<file path="src/rtl/cnt_fsm_pkg.sv">
// cnt_fsm_pkg: shared state encoding for the multi-channel run counter
package cnt_fsm_pkg;
    localparam int STATE_W = 2;
    typedef enum logic [STATE_W-1:0] {
        IDLE = 2'd0,
        INIT = 2'd1,
        RUN  = 2'd2,
        DONE = 2'd3
    } cnt_state_t;
endpackage

</file>
<file path="src/rtl/cnt_fsm_chan.sv">
// cnt_fsm_chan: one start/stop run-counter channel with windowed stop, wrap/saturate and clear
module cnt_fsm_chan
    import cnt_fsm_pkg::*;
#(
    parameter int WIDTH  = 8,
    parameter int WIN_LO = 5,
    parameter int WIN_HI = 6,
    parameter bit WRAP   = 1'b1
) (
    input  logic               clk,
    input  logic               rst,
    input  logic               start,
    input  logic               stop,
    input  logic               clear,
    output logic [WIDTH-1:0]   counter,
    output logic [STATE_W-1:0] state,
    output logic               done,
    output logic               done_pulse,
    output logic               overflow
);
    localparam logic [WIDTH-1:0] LO  = WIDTH'(WIN_LO);
    localparam logic [WIDTH-1:0] HI  = WIDTH'(WIN_HI);
    localparam logic [WIDTH-1:0] MAX = '1;

    if (WIDTH < 2) begin : g_chk_width
        $error("cnt_fsm_chan: WIDTH must be at least 2");
    end
    if (WIN_LO > WIN_HI) begin : g_chk_win_order
        $error("cnt_fsm_chan: WIN_LO must not exceed WIN_HI");
    end
    if (WIN_LO < 0 || longint'(WIN_HI) >= (longint'(1) << WIDTH)) begin : g_chk_win_range
        $error("cnt_fsm_chan: stop window must fit in WIDTH bits");
    end

    cnt_state_t       state_q, state_d;
    logic [WIDTH-1:0] cnt_q, cnt_d;
    logic             ovf_q, ovf_d;
    logic             dp_q, dp_d;
    logic             in_win;
    logic             at_max;

    // The window test and overflow use the count before this cycle's increment.
    assign in_win = (cnt_q >= LO) && (cnt_q <= HI);
    assign at_max = cnt_q == MAX;

    always_comb begin
        state_d = state_q;
        cnt_d   = cnt_q;
        ovf_d   = ovf_q;
        dp_d    = 1'b0;
        if (clear) begin
            state_d = IDLE;
            cnt_d   = '0;
            ovf_d   = 1'b0;
        end else begin
            case (state_q)
                IDLE: begin
                    cnt_d   = '0;
                    state_d = start ? INIT : IDLE;
                end
                INIT: begin
                    cnt_d   = '0;
                    ovf_d   = 1'b0;
                    state_d = RUN;
                end
                RUN: begin
                    cnt_d   = at_max ? (WRAP ? '0 : MAX) : cnt_q + 1'b1;
                    ovf_d   = ovf_q | at_max;
                    state_d = (stop && in_win) ? DONE : RUN;
                    dp_d    = stop && in_win;
                end
                DONE: state_d = DONE;
                default: begin
                    state_d = IDLE;
                    cnt_d   = '0;
                end
            endcase
        end
    end

    always_ff @(posedge clk) begin
        if (!rst) begin
            state_q <= IDLE;
            cnt_q   <= '0;
            ovf_q   <= 1'b0;
            dp_q    <= 1'b0;
        end else begin
            state_q <= state_d;
            cnt_q   <= cnt_d;
            ovf_q   <= ovf_d;
            dp_q    <= dp_d;
        end
    end

    assign counter    = cnt_q;
    assign state      = state_q;
    assign done       = state_q == DONE;
    assign done_pulse = dp_q;
    assign overflow   = ovf_q;
endmodule

</file>
<file path="src/rtl/cnt_fsm_array.sv">
// cnt_fsm_array: NCH independent start/stop run counters sharing one clock and reset
module cnt_fsm_array
    import cnt_fsm_pkg::*;
#(
    parameter int NCH    = 4,
    parameter int WIDTH  = 8,
    parameter int WIN_LO = 5,
    parameter int WIN_HI = 6,
    parameter bit WRAP   = 1'b1
) (
    input  logic                   clk,
    input  logic                   rst,
    input  logic [NCH-1:0]         start,
    input  logic [NCH-1:0]         stop,
    input  logic [NCH-1:0]         clear,
    output logic [NCH*WIDTH-1:0]   counter,
    output logic [NCH*STATE_W-1:0] state,
    output logic [NCH-1:0]         done,
    output logic [NCH-1:0]         done_pulse,
    output logic [NCH-1:0]         overflow
);
    if (NCH < 1) begin : g_chk_nch
        $error("cnt_fsm_array: NCH must be at least 1");
    end

    for (genvar i = 0; i < NCH; i++) begin : g_ch
        cnt_fsm_chan #(
            .WIDTH (WIDTH),
            .WIN_LO(WIN_LO),
            .WIN_HI(WIN_HI),
            .WRAP  (WRAP)
        ) u_chan (
            .clk       (clk),
            .rst       (rst),
            .start     (start[i]),
            .stop      (stop[i]),
            .clear     (clear[i]),
            .counter   (counter[i*WIDTH +: WIDTH]),
            .state     (state[i*STATE_W +: STATE_W]),
            .done      (done[i]),
            .done_pulse(done_pulse[i]),
            .overflow  (overflow[i])
        );
    end
endmodule

</file>
<file path="config.mk">
export PLATFORM = sky130hd
export DESIGN_NAME = cnt_fsm_array
export DESIGN_NICKNAME = d
export VERILOG_FILES = /design/src/rtl/cnt_fsm_pkg.sv /design/src/rtl/cnt_fsm_chan.sv /design/src/rtl/cnt_fsm_array.sv
export SDC_FILE = /design/constraint.sdc
export NUM_CORES = 1
export LEC_CHECK = 0
export CORE_AREA = 2 2 54 106
export DETAILED_ROUTE_END_ITERATION = 12
export DIE_AREA = 0 0 56 108
export PLACE_DENSITY = 0.87
export SETUP_SLACK_MARGIN = 0.4
export SLEW_MARGIN = 20
export SYNTH_ARGS = -nofsm -noshare
export SYNTH_HDL_FRONTEND = slang
export SYNTH_SLANG_ARGS = --single-unit
</file>
<file path="constraint.sdc">
create_clock -name clk -period 3.8 [get_ports clk]
set_input_delay 0.38 -clock clk [delete_from_list [all_inputs] [get_ports clk]]
set_output_delay 0.38 -clock clk [all_outputs]
set_load 0.05 [all_outputs]
</file>
* Word level (Yosys, flattened, before mapping)
Index checks and enable logic that the tools add are counted.
** Word-level totals
- Output and inout bits :: 52
- Word-level logic and storage cells :: 109
- Input port bits :: 14
- Flip-flop bits (word level) :: 48
** Cells by class
- Eq/ne operators :: 16
- Add/sub/neg operators :: 4
- Reduce and logical (&&, ||, !) cells :: 32
- Bitwise operators :: 9
- Order comparisons :: 8
- Mux-type cells :: 24
** Operators by type and width (number)
- one-hot mux 8 bit (2 select lines) :: 4
- adder 8 x 1 -> 8 bit (second input constant) :: 4
- == test 8 bit (second input constant) :: 4
- >= comparator 8 x 3 -> 1 bit (second input constant) :: 4
- <= comparator 8 x 3 -> 1 bit (second input constant) :: 4
- 2-to-1 mux 8 bit :: 4
- one-hot mux 2 bit (4 select lines) :: 4
- == test 2 bit (second input constant) :: 8
- nonzero test 2 bit :: 8
- OR reduction 2 bit :: 8
- OR reduction 3 bit :: 4
- == test 2 x 1 -> 1 bit (second input constant) :: 4
- logical AND 1 bit :: 8
- logical NOT 2 bit :: 4
- 2-to-1 mux 1 bit :: 8
- one-hot mux 1 bit (2 select lines) :: 4
- inverter 1 bit :: 5
- bitwise OR 1 bit :: 4

* Longest topological paths before layout
Gate-level depths: netlist of the first run.
- Word-level depth :: 5
- Gate-level depth with buffers :: 6
- Gate-level depth less buffers :: 6

* Cells and area by module
A second synthesis of the first run with hierarchy kept.
** Unflattened totals
- Cells, all modules :: 308
- Area, all modules :: 2712.6 um2
** Modules (own cells, without submodules)
- cnt_fsm_chan :: area each 678.2 um2, seq. area each 240.2 um2, times used 4, cells an instance 77

* Worst setup path before layout of the first run
Ideal clock, no wire load.
- Path kind :: register -> register
- Start :: register g_ch[2].u_chan.cnt_q[0]
- End :: register g_ch[2].u_chan.cnt_q[6]
- Path buffers :: 0
- Data required time :: 3.726 ns
- Cell stages (with the launch flop) :: 5
- Period minus slack after synthesis :: 1.829 ns
- Arrival time :: 1.755 ns
- Setup time :: 0.074 ns
- Setup slack :: 1.971 ns
- Cells stage by stage :: dfxtp_1 -> ha_1 -> nand3_1 -> or4b_1 -> a31oi_1
** On the way
- Word-level cells in the longest chain between the ends :: 3
- Elaborated cells between the ends (all ways) :: 4
- Those cells by class :: 1 x add/sub; 1 x eq/ne; 2 x mux
** RTL lines
- start, declared :: line cnt_fsm_chan.sv:36 : logic [WIDTH-1:0] cnt_q, cnt_d;
- start signal, assigned :: line cnt_fsm_chan.sv:89 : cnt_q <= cnt_d;
- adder 8 x 1 -> 8 bit / == test 8 bit (equally long branches) :: line cnt_fsm_chan.sv:67, cnt_fsm_chan.sv:44
- 2-to-1 mux 8 bit (*) :: line cnt_fsm_chan.sv:67 : cnt_d = at_max ? (WRAP ? '0 : MAX) : cnt_q + 1'b1;
- one-hot mux 8 bit (2 select lines) (*) :: line cnt_fsm_chan.sv:56 : case (state_q)
Every way passes the cells marked *; elsewhere a longest branch is shown, timed or not.
A chain may end at the register's enable or synchronous reset.

* Worst setup path after layout of the first run
- Start :: register g_ch[0].u_chan.state_q[1]
- End :: output done[0]
** On the way
- Word-level cells in the longest chain between the ends :: 1
** RTL lines
- start, declared :: line cnt_fsm_chan.sv:35 : cnt_state_t state_q, state_d;
- start signal, assigned :: line cnt_fsm_chan.sv:88 : state_q <= state_d;
- == test 2 bit :: line cnt_fsm_chan.sv:97 : assign done = state_q == DONE;
- end, declared :: line cnt_fsm_array.sv:18 : output logic [NCH-1:0] done,
Every way passes these cells.

==> impl_results.md, run 1 <==
* Reg2reg setup slack at 2170 ps
* Synth cell types at 41
* Critical path arrival at 1730 ps
* Number of DRC markers in iteration 0 at 59
* Top cell type's share of synthesized area at 0.3572
* Num CTS Buffers at 5
* # hold bufs at CTS at 0
* PostCTS Resize Cnt at 0
* Yosys warning total at 0
* # diodes at 0
* Power Density at 268.2 nW/µm²
* Most frequent cells in the layout: 65 x clkdlybuf4s50_1, 48 x dfxtp_1, 42 x nor2_1
* Cell taking the most area after synthesis: dfxtp_1
* Final setup TNS at 0 ps
* Area occupied by multi-input gates at 1529 µm²
* Worst-path cell chain: ha_1 -> clkdlybuf4s50_1
* Number of synthesized flops with an enable pin at 0
* Worst hold path class: flip-flop to flip-flop
* Die Y at 108 µm
* Routed WL per cell at 13.76 µm
* Synthesized instance count at 311
* Gr usage total at 0.2013
* Post-layout min period at 2115 ps
* Slew HR at 0.6512
* Vias at 2324
* Clk sinks at 48
* #FFs+latches synth at 48
* Critical R2R Capture: g_ch[2].u_chan.counter[6]
* Worst Path Class, Setup: flip-flop to output pin
* Worst Path Required at 3420 ps
* Layout cells sized above 1 at 0.02459
* Fmax at 0.4728 GHz
* FP Rows at 37
* Post-synthesis sequential area ratio at 0.3572
* CP Max Fanout at 5
* Reg2Reg Depth at 4
* Fillers at 432
* Status: finished clean
* P&R area growth vs syn at 26.37%
* Vias in the first global route at 2289
* FF+latch area at 960.9 µm²
* CTS H-tree lvls at 2
* Clock buffer depth at 2
* Crit-path slowest cell: clkdlybuf4s50_1
* Ys async rst share at 0
* Max-Cap Viols at 0
* Worst Hold Slack at 520.9 ps
* Endpoints failing setup at 0
* Startpoint Class: flip-flop
* Global placement routability congestion at 0.8305
* Largest net degree at the start of global routing at 14
* Most common cell after layout, fill and taps aside: clkdlybuf4s50_1
* VDD IR max at 240.0 µV
* Synth area leaders: dfxtp_1 36%, ha_1 15%, nor2_1 5.9%
* Crit Reg-Reg Startpoint: g_ch[2].u_chan.counter[0]
* Syn nets at 357
* Final worst slack at 1685 ps
* CTS Root Cell: clkbuf_8
* CTS tree: yes
* Reg clk slew, reported paths at 90 ps
* Die ar. at 6048 µm²
* Clock Skews at 8.533 ps
* Leak Pwr at 1.273 nW
* Critical Path Sink Type: output pin
* Nets at 412
* Global-route wire length before repair at 9832 µm
* Netlist Area Pre-Place at 2690 µm²
* Postcts setup bufs at 0
* Drt total wl at 5833 µm
* Final Cycle Share at 0.5566
* Place WS at 1957 ps
* Mean Syn Cell Area at 8.650 µm²
* IO Pins at 66
* Count of final hold-check violations at 0
* Crit path max-delay family: buffers and inverters
* Worst-Margin Slew at 521.5 ps
* Worst hold start: g_ch[3].u_chan.overflow
* Port Buffer Count at 65
* Hold Path Depth at 2
* DRC viols at 0
* DRT Pass-1 Iters at 7
* DPL Wire Length at 4492 µm
* Ys flop type: dfxtp_1
* Detail Route Antenna Nets at 0
* Die width at 56 µm
* Core Region at 5185 µm²
* Vias/cell at 5.481
* RSZ-0062 raised after global routing: false
* Final Max Slew Viols at 0
* Starting Density at 0.5188
* Hold Path Sink: g_ch[3].u_chan.overflow
* Initial antenna violation count at 0
* Worst skew pair latency at 310 ps
* Crit-path max cell delay at 810 ps
* Worst path buffer plus inverter count at 1
* Grt total ovfl at 0
worst max path at each step:
stage	startpoint	depth (start not counted)	slack, ps	end
floorplan	g_ch[2].u_chan.counter[0]	4	1970	g_ch[2].u_chan.counter[6]
global placement	g_ch[1].u_chan.state[1]	2	2020	done[1]
detailed placement	rst	5	1960	g_ch[0].u_chan.counter[5]
CTS	g_ch[3].u_chan.state[1]	2	1660	done[3]
global route	g_ch[0].u_chan.state[1]	2	1610	done[0]
finish	g_ch[0].u_chan.state[1]	2	1690	done[0]
through the flow:
step / util / cell area, µm² / total power, W / cells
final: 0.6556 / 3400 / 0.0009118 / 424
after global routing: 0.6556 / 3400 / 0.0009411 / 424
after CTS: 0.6556 / 3400 / 0.0009190 / 424
after detailed placement: 0.6371 / 3303 / 0.0005903 / 417
after global placement: 0.6371 / 3303 / 0.0005887 / 417
after floorplan: - / 2690 / 0.0005619 / 311
layout make-up:
| class | count | area share |
|---|---|---|
| multi-input cells | 222 | 0.4498 |
| flip-flops and latches | 48 | 0.2827 |
| repair buffers | 65 | 0.1914 |
| clock buffers | 7 | 0.02834 |
| inverters | 24 | 0.02650 |
| well taps | 58 | 0.02135 |
routing by layer:
metal | share of wire | global-route usage
met1 | 0.38 | 0.2003
met2 | 0.56 | 0.3866
met3 | 0.043 | 0.03589
met4 | 0.026 | 0.1020
met5 | 0 | 0
registers in the layout, indices dropped and copies added, names as in the netlist:
name and flops:
g_ch.u_chan.state 8, g_ch.u_chan.counter 32, g_ch.u_chan.overflow 4, g_ch.u_chan.done_pulse 4
where the power goes:
group	total (W)	internal, W	switching, W	leakage [nW]
clock network	0.000334	0.000162	0.000171	0.0503
registers	0.000512	0.000506	0.00000520	0.387
logic	0.0000666	0.0000307	0.0000359	0.836
total	0.000912	0.000699	0.000212	1.27
worst register-to-register path, stage by stage (launching register included):
cell,delay [ps]
dfxtp_1,470
ha_1,280
nand3_1,110
or4b_1,520
a31oi_1,180
logic make-up (layout without fill, tap and decap cells):
group / after synthesis / after routing / synth area share
flip-flops: 48 / 48 / 0.3572
AND/OR/NAND/NOR: 127 / 127 / 0.2521
AO/OA/AOI/OAI: 47 / 47 / 0.1153
buffers and inverters: 41 / 96 / 0.07442
adder cells (fa/ha/maj): 32 / 32 / 0.1488
XOR/XNOR: 16 / 16 / 0.05210
cell usage after synthesis (7+ instances only):
cell and instances:
dfxtp_1 48, a21oi_1 18, xnor2_1 9, nor2b_1 7
nand2b_1 11, xor2_1 7, ha_1 32, nand3_1 8
inv_1 24, buf_4 12, nand2_1 17, nor2_1 42
Note: power is estimated with default switching activity, not from simulation.
==> inputs of run 2 (changes only) <==
--- a/config.mk
+++ b/config.mk
@@ -5,10 +5,10 @@
 export SDC_FILE = /design/constraint.sdc
 export NUM_CORES = 1
 export LEC_CHECK = 0
-export CORE_AREA = 2 2 54 106
+export CORE_AREA = 2 2 58 115
 export DETAILED_ROUTE_END_ITERATION = 12
-export DIE_AREA = 0 0 56 108
-export PLACE_DENSITY = 0.87
+export DIE_AREA = 0 0 60 117
+export PLACE_DENSITY = 0.8
 export SETUP_SLACK_MARGIN = 0.4
 export SLEW_MARGIN = 20
 export SYNTH_ARGS = -nofsm -noshare
==> constraint.sdc (replaced) <==
create_clock -name clk -period 1.8 [get_ports clk]
set_input_delay 0.18 -clock clk [delete_from_list [all_inputs] [get_ports clk]]
set_output_delay 0.18 -clock clk [all_outputs]
set_load 0.05 [all_outputs]
==> impl_results.md, run 2 (same netlist as run 1, synthesis figures left out) <==
* Status: finished clean
* DPL Wire Length at 4624 µm (+2.9%)
* Global-route wire length before repair at 10280 µm (+4.6%)
* Fmax at 0.7054 GHz
* Vias/cell at 5.185 (-5.4%)
* Critical R2R Capture: g_ch[0].u_chan.counter[7]
* Routed WL per cell at 14.06 µm (+2.2%)
* Most common cell after layout, fill and taps aside: nor2_1
* Die ar. at 7020 µm² (+16%)
* Final Cycle Share at 0.7875
* IO Pins at 66 (unchanged)
* Place WS at 210.4 ps (-1746 ps)
* # diodes at 0 (unchanged)
* Most frequent cells in the layout: 40 x nor2_1, 26 x buf_4, 24 x clkbuf_2
* Vias in the first global route at 2358 (+3.0%)
* Clock buffer depth at 2 (unchanged)
* Starting Density at 0.4334 (-0.08544)
* Max reg flops at 32 (unchanged)
* Drt total wl at 6693 µm (+15%)
* CTS tree: yes
* Worst-Margin Slew at 498.8 ps (-22.78 ps)
* CTS H-tree lvls at 2 (unchanged)
* RSZ-0062 raised after global routing: true
* P&R area growth vs syn at 45.58%
* Num CTS Buffers at 5 (unchanged)
* Die width at 60 µm (+7.1%)
* Port Buffer Count at 65 (unchanged)
* Setup crit start: g_ch[0].u_chan.state[0]
* Startpoint Class: flip-flop
* Post-layout min period at 1418 ps
* FP Rows at 41 (+11%)
* CP Max Fanout at 7 (+2)
* Gr usage total at 0.1920 (-0.009320)
* Global placement routability congestion at 0.8723 (+5.0%)
* Nets at 435 (+5.6%)
* Worst Path Class, Setup: flip-flop to flip-flop
* Die Y at 117 µm (+8.3%)
* Critical Path Sink Type: flip-flop
* Number of DRC markers in iteration 0 at 94 (+59%)
* Max-Cap Viols at 0 (unchanged)
* Grt total ovfl at 0 (unchanged)
* Clk sinks at 48 (unchanged)
* Power, Total at 0.002177 W (+140%)
* Power Density at 555.8 nW/µm² (+110%)
* Endpoints failing setup at 0 (unchanged)
* Layout cells sized above 1 at 0.3692 (+0.3446)
* DRC viols at 0 (unchanged)
* Final setup TNS at 0 ps (unchanged)
* Reg2reg setup slack at 380 ps (-1790 ps)
* Critical path arrival at 1640 ps (-90 ps)
* Reg clk slew, reported paths at 60 ps (-30 ps)
* Initial antenna violation count at 0 (unchanged)
* Worst Path Required at 2030 ps (-1390 ps)
* Fillers at 498 (+15%)
* VDD IR max at 577.0 µV (+140%)
* CTS Root Cell: clkbuf_16
* Leak Pwr at 1.544 nW (+21%)
* Count of final hold-check violations at 0 (unchanged)
* Worst hold path class: input port to flip-flop
* Detail Route Antenna Nets at 0 (unchanged)
* Vias at 2468 (+6.2%)
* Final worst slack at 382.4 ps (-1303 ps)
* Worst skew pair latency at 290 ps (-20 ps)
* Final Max Slew Viols at 0 (unchanged)
* Largest net degree at the start of global routing at 15 (+1)
* Reg2Reg Depth at 5 (+1)
* Core Region at 6207 µm² (+20%)
* Crit Reg-Reg Startpoint: g_ch[0].u_chan.state[0]
* Clock Skews at 4.512 ps (-4.020 ps)
* Crit path capture: g_ch[0].u_chan.counter[7]
* DRT Pass-1 Iters at 4 (-3)
* Slew HR at 0.6688 (+0.01757)
[run 2: cell count changes in the layout (fill, tap and decap cells not counted), sizes merged]
cell           before  now
clkinv              0    2
buf                 0   27
clkbuf              7   30
dlygate4sd2         0   11
clkdlybuf4s50      65   13
clkdlybuf4s15       0   13
[run 2: cell type report]
class / instances / area [µm²] / share of cell area
Sequential cell: 48 / 1051 / 0.2684
Timing Repair Buffer: 88 / 686.9 / 0.1754
Clock buffer: 6 / 138.9 / 0.03546
Inverter: 24 / 92.59 / 0.02364
Clock inverter: 2 / 10.01 / 0.002556
Tap cell: 86 / 107.6 / 0.02748
Multi-Input combinational cell: 222 / 1829 / 0.4671
[run 2: through the flow]
stage | cells | hold slack [ps] | area [µm²] | util
6_report | 476 | 440.9 | 3916 | 0.6309
2_1_floorplan | 311 | 324.4 | 2922 | -
4_1_cts | 461 | 439.3 | 3780 | 0.6090
3_3_place_gp | 449 | 491.8 | 3538 | 0.5700
5_1_grt | 476 | 459.1 | 3916 | 0.6309
3_5_place_dp | 449 | 499.6 | 3538 | 0.5700
[run 2: report_power, final]
part           leakage [nW]  internal, W  switching, W
sequential            0.410      0.00105     0.0000162
clock                0.0766     0.000548      0.000398
combinational          1.06    0.0000759     0.0000911
[run 2: timing repair]
item / CTS / global route
setup endpoints to repair: 60 / 49
pin swaps: 10 / 13
hold buffers: 0 / 0
resized for setup: 90 / 64
setup buffers: 4 / 15
[run 2: layer usage]
metal,up-vias,share of wire,GRT usage
met3,15,0.046,0.03956
met4,0,0.028,0.09630
met1,1149,0.40,0.2148
met2,91,0.52,0.3326
met5,-,0,0
li1,1213,-,-
[run 2: worst min-delay path by stage]
| stage | startpoint | to | slack [ps] | cells after the start |
|---|---|---|---|---|
| CTS | start[2] | g_ch[2].u_chan.state[0] | 440 | 3 |
| finish | start[2] | g_ch[2].u_chan.state[0] | 440 | 3 |
| floorplan | start[1] | g_ch[1].u_chan.state[0] | 320 | 2 |
| detailed placement | g_ch[0].u_chan.overflow | g_ch[0].u_chan.overflow | 500 | 2 |
| global placement | g_ch[2].u_chan.counter[0] | g_ch[2].u_chan.counter[0] | 490 | 2 |
| global route | start[2] | g_ch[2].u_chan.state[0] | 460 | 3 |
[run 2: worst max-delay path, stage by stage, from the launching register on]
cell	delay [ps]
dfxtp_4	360
ha_4	180
and4b_2	310
nand2_1	60
or3_4	330
a21oi_2	120
==> inputs of run 3 (changes only) <==
--- a/config.mk
+++ b/config.mk
@@ -5,10 +5,10 @@
 export SDC_FILE = /design/constraint.sdc
 export NUM_CORES = 1
 export LEC_CHECK = 0
-export CORE_AREA = 2 2 58 115
+export CORE_AREA = 2 2 55 109
 export DETAILED_ROUTE_END_ITERATION = 12
-export DIE_AREA = 0 0 60 117
-export PLACE_DENSITY = 0.8
+export DIE_AREA = 0 0 57 111
+export PLACE_DENSITY = 0.84
 export SETUP_SLACK_MARGIN = 0.4
 export SLEW_MARGIN = 20
 export SYNTH_ARGS = -nofsm -noshare
==> constraint.sdc (replaced) <==
create_clock -name clk -period 1.35 [get_ports clk]
set_input_delay 0.135 -clock clk [delete_from_list [all_inputs] [get_ports clk]]
set_output_delay 0.135 -clock clk [all_outputs]
set_load 0.05 [all_outputs]
==> impl_results.md, run 3 <==
* Yosys warning total at 0 (unchanged)
* Starting Density at 0.4836 (+0.05020)
* Synth area leaders: dfxtp_1 36%, ha_1 15%, nor2_1 5.9%
* Ys async rst share at 0 (unchanged)
* Synthesized instance count at 311 (unchanged)
* Syn nets at 357 (unchanged)
* Area post-placement at 4527 µm² (+28%)
* Clock buffer depth at 2 (unchanged)
* IO Pins at 66 (unchanged)
* Die width at 57 µm (-5.0%)
* Inst Count DP at 463 (+3.1%)
* Status: stopped before the end
* #FFs+latches synth at 48 (unchanged)
* Top-count cell post-synth: dfxtp_1
* Post-synthesis sequential area ratio at 0.3572 (unchanged)
* First Err: [ERROR DPL-0038] Utilization greater than 100%, impossible to legalize
* # hold bufs at CTS at 0 (unchanged)
* CTS H-tree lvls at 2 (unchanged)
* Num CTS Buffers at 5 (unchanged)
* Ys flop type: dfxtp_1
* Number of synthesized flops with an enable pin at 0 (unchanged)
* Port Buffer Count at 65 (unchanged)
* Mean Syn Cell Area at 8.650 µm² (unchanged)
* PostCTS Resize Cnt at 140 (+56%)
* DPL Wire Length at 5938 µm (+28%)
* CTS Root Cell: clkbuf_16
* Top cell type's share of synthesized area at 0.3572 (unchanged)
* Clk sinks at 48 (unchanged)
* FP Rows at 39 (-4.9%)
* Cell taking the most area after synthesis: dfxtp_1
* Netlist Area Pre-Place at 2690 µm² (unchanged)
* Last stage: clock tree synthesis
* Global placement routability congestion at 0.8511 (-2.4%)
* Postcts setup bufs at 50 (+46)
* Synth cell types at 41 (unchanged)
* Most frequent cells after synthesis: 48 x dfxtp_1, 42 x nor2_1, 32 x ha_1, 24 x inv_1, 18 x a21oi_1
* Die Y at 111 µm (-5.1%)
[run 3: cell counts after synthesis]
Identical to the previous run, type by type.
[run 3: through the flow]
stage	utilization	worst slack [ps]
detailed placement	0.8138	-125.6
floorplan	-	-173.4
global placement	0.8138	-11.24
[run 3: kinds of logic after synthesis]
logic type	Yosys count	share of synthesized area
AND/OR/NAND/NOR	127	0.2521
flip-flops	48	0.3572
adder cells (fa/ha/maj)	32	0.1488
AO/OA/AOI/OAI	47	0.1153
XOR/XNOR	16	0.05210
buffers and inverters	41	0.07442
==> inputs of run 4 (changes only) <==
--- a/config.mk
+++ b/config.mk
@@ -5,11 +5,10 @@
 export SDC_FILE = /design/constraint.sdc
 export NUM_CORES = 1
 export LEC_CHECK = 0
-export CORE_AREA = 2 2 55 109
+export CORE_AREA = 2 2 86 88
 export DETAILED_ROUTE_END_ITERATION = 12
-export DIE_AREA = 0 0 57 111
-export PLACE_DENSITY = 0.84
-export SETUP_SLACK_MARGIN = 0.4
+export DIE_AREA = 0 0 88 90
+export PLACE_DENSITY_LB_ADDON = 0.15
 export SLEW_MARGIN = 20
 export SYNTH_ARGS = -nofsm -noshare
 export SYNTH_HDL_FRONTEND = slang
==> impl_results.md, run 4 (same netlist as run 1, synthesis figures left out) <==
* Status: complete, but fails checks
* Failing checks: setup timing
* Worst-Margin Slew at 406.7 ps
* Startpoint Class: flip-flop
* FP Rows at 31 (-21%)
* Most common cell after layout, fill and taps aside: buf_4
* Die ar. at 7920 µm²
* Clock buffer depth at 2 (unchanged)
* RSZ-0062 raised after global routing: true
* Number of DRC markers in iteration 0 at 50
* DPL Wire Length at 5307 µm (-11%)
* Leak Pwr at 1.867 nW
* Vias/cell at 4.863
* Layout cells sized above 1 at 0.5046
* Critical path arrival at 1640 ps
* Vias at 2592
* VDD IR max at 347.1 µV
* Port Buffer Count at 65 (unchanged)
* Fillers at 527
* Max-Cap Viols at 0
* Fmax at 0.6977 GHz
* Routed WL per cell at 13.47 µm
* Core Util, Final at 0.7020
* Global-route wire length before repair at 11860 µm
* IO Pins at 66 (unchanged)
* Sw Share at 0.2360
* Endpoints failing setup at 4
* Clk sinks at 48 (unchanged)
* Worst Path Required at 1560 ps
* P_sw at 0.0006483 W
* P_int at 0.002099 W
* Die width at 88 µm (+54%)
* Nets at 479
* Initial antenna violation count at 0
* Largest net degree at the start of global routing at 15
* Worst Hold Slack at 395.3 ps
* Grt total ovfl at 0
* Detail Route Antenna Nets at 0
* P&R area growth vs syn at 83.21%
* Worst Path Class, Setup: flip-flop to flip-flop
* Core Region at 7020 µm²
* DRC viols at 0
* Power share of the sequential group at 0.514
* Count of final hold-check violations at 0
* CTS H-tree lvls at 2 (unchanged)
* DRT Pass-1 Iters at 4
* Combinational Power Share at 0.107
* Max reg flops at 32
* Crit-path slowest cell: or4_4
* CP Max Fanout at 3
* Worst skew pair latency at 300 ps
* Final worst slack at -83.21 ps
* Post-layout min period at 1433 ps
* Power, Total at 0.002747 W
* Crit-path max cell delay at 490 ps
* Clock Skews at 12.43 ps
* Die Y at 90 µm (-19%)
* Reg clk slew, reported paths at 80 ps
* Gr usage total at 0.1829
* CTS Root Cell: clkbuf_8
* Final Cycle Share at 1.062
* Area post-placement at 4442 µm² (-1.9%)
* Design area at 4928 µm²
* Final Max Slew Viols at 0
* Slew HR at 0.7264
* CTS tree: yes
* Critical Path Sink Type: flip-flop
* # hold bufs at CTS at 0 (unchanged)
* Drt total wl at 7179 µm
* Global placement routability congestion at 0.8250 (-3.1%)
* Num CTS Buffers at 5 (unchanged)
* Power Density at 557.4 nW/µm²
* Worst hold path class: input port to flip-flop
* Starting Density at 0.3832 (-0.1004)
* Vias in the first global route at 2577
* # diodes at 0
* Most frequent cells in the layout: 67 x buf_4, 48 x buf_12, 39 x nor2_1
* Worst-path cell chain: inv_4 -> ha_4 -> nand2b_4 -> or4_4 -> a31oi_1
* Clock share of power at 0.379
run 4: area by class of cell:
type / count / area [µm²] / area share
clock buffers: 6 / 72.57 / 0.01472
clock inverters: 2 / 35.03 / 0.007108
repair buffers: 132 / 1633 / 0.3313
inverters: 24 / 95.09 / 0.01929
multi-input cells: 222 / 1912 / 0.3879
flip-flops and latches: 48 / 1057 / 0.2145
well taps: 99 / 123.9 / 0.02513
run 4: through the flow:
step           cells  setup TNS, ps  setup slack (ps)
2_1_floorplan    311         -738.6            -173.7
3_3_place_gp     511         -127.2            -27.93
3_5_place_dp     511         -468.7            -98.76
4_1_cts          525         -57.78            -19.33
5_1_grt          533         -618.4            -103.1
6_report         533         -167.6            -83.21
run 4: timing repair:
action | CTS | global route
resized for setup | 20 | 36
setup buffers | 6 | 8
pin swaps | 11 | 20
endpoints found under the setup margin | 15 | 22
run 4: power groups by stage:
stage,logic (W),registers (W),clock network (W)
floorplan,0.0000772,0.00148,0
global placement,0.000266,0.00144,0
detailed placement,0.000269,0.00144,0
CTS,0.000279,0.00141,0.00108
global route,0.000320,0.00141,0.00114
finish,0.000294,0.00141,0.00104
run 4: layer usage:
layer  share of wire  wire [µm]  global-route usage
met1            0.43       3075              0.2304
met2            0.51       3675              0.3081
met3           0.044        318             0.04224
met4           0.015        110             0.05128
met5               0          0                   0
run 4: critical path, delay by kind of cell, from the launching register on:
kind	cells	cell delay (ps)
and+or+nand+nor	2	550
DFF	1	370
AOI/OAI and AO/OA	1	220
adders and majority gates	1	140
buffers and inverters	1	60
run 4: worst paths after layout:
check,startpoint,end,slack [ps],cells after the start
min reg2reg,g_ch[0].u_chan.counter[0],g_ch[0].u_chan.counter[0],520,2
max,g_ch[3].u_chan.state[0],g_ch[3].u_chan.counter[6],-80,5
min,start[1],g_ch[1].u_chan.state[0],400,3
max reg2reg,g_ch[3].u_chan.state[0],g_ch[3].u_chan.counter[6],-80,5
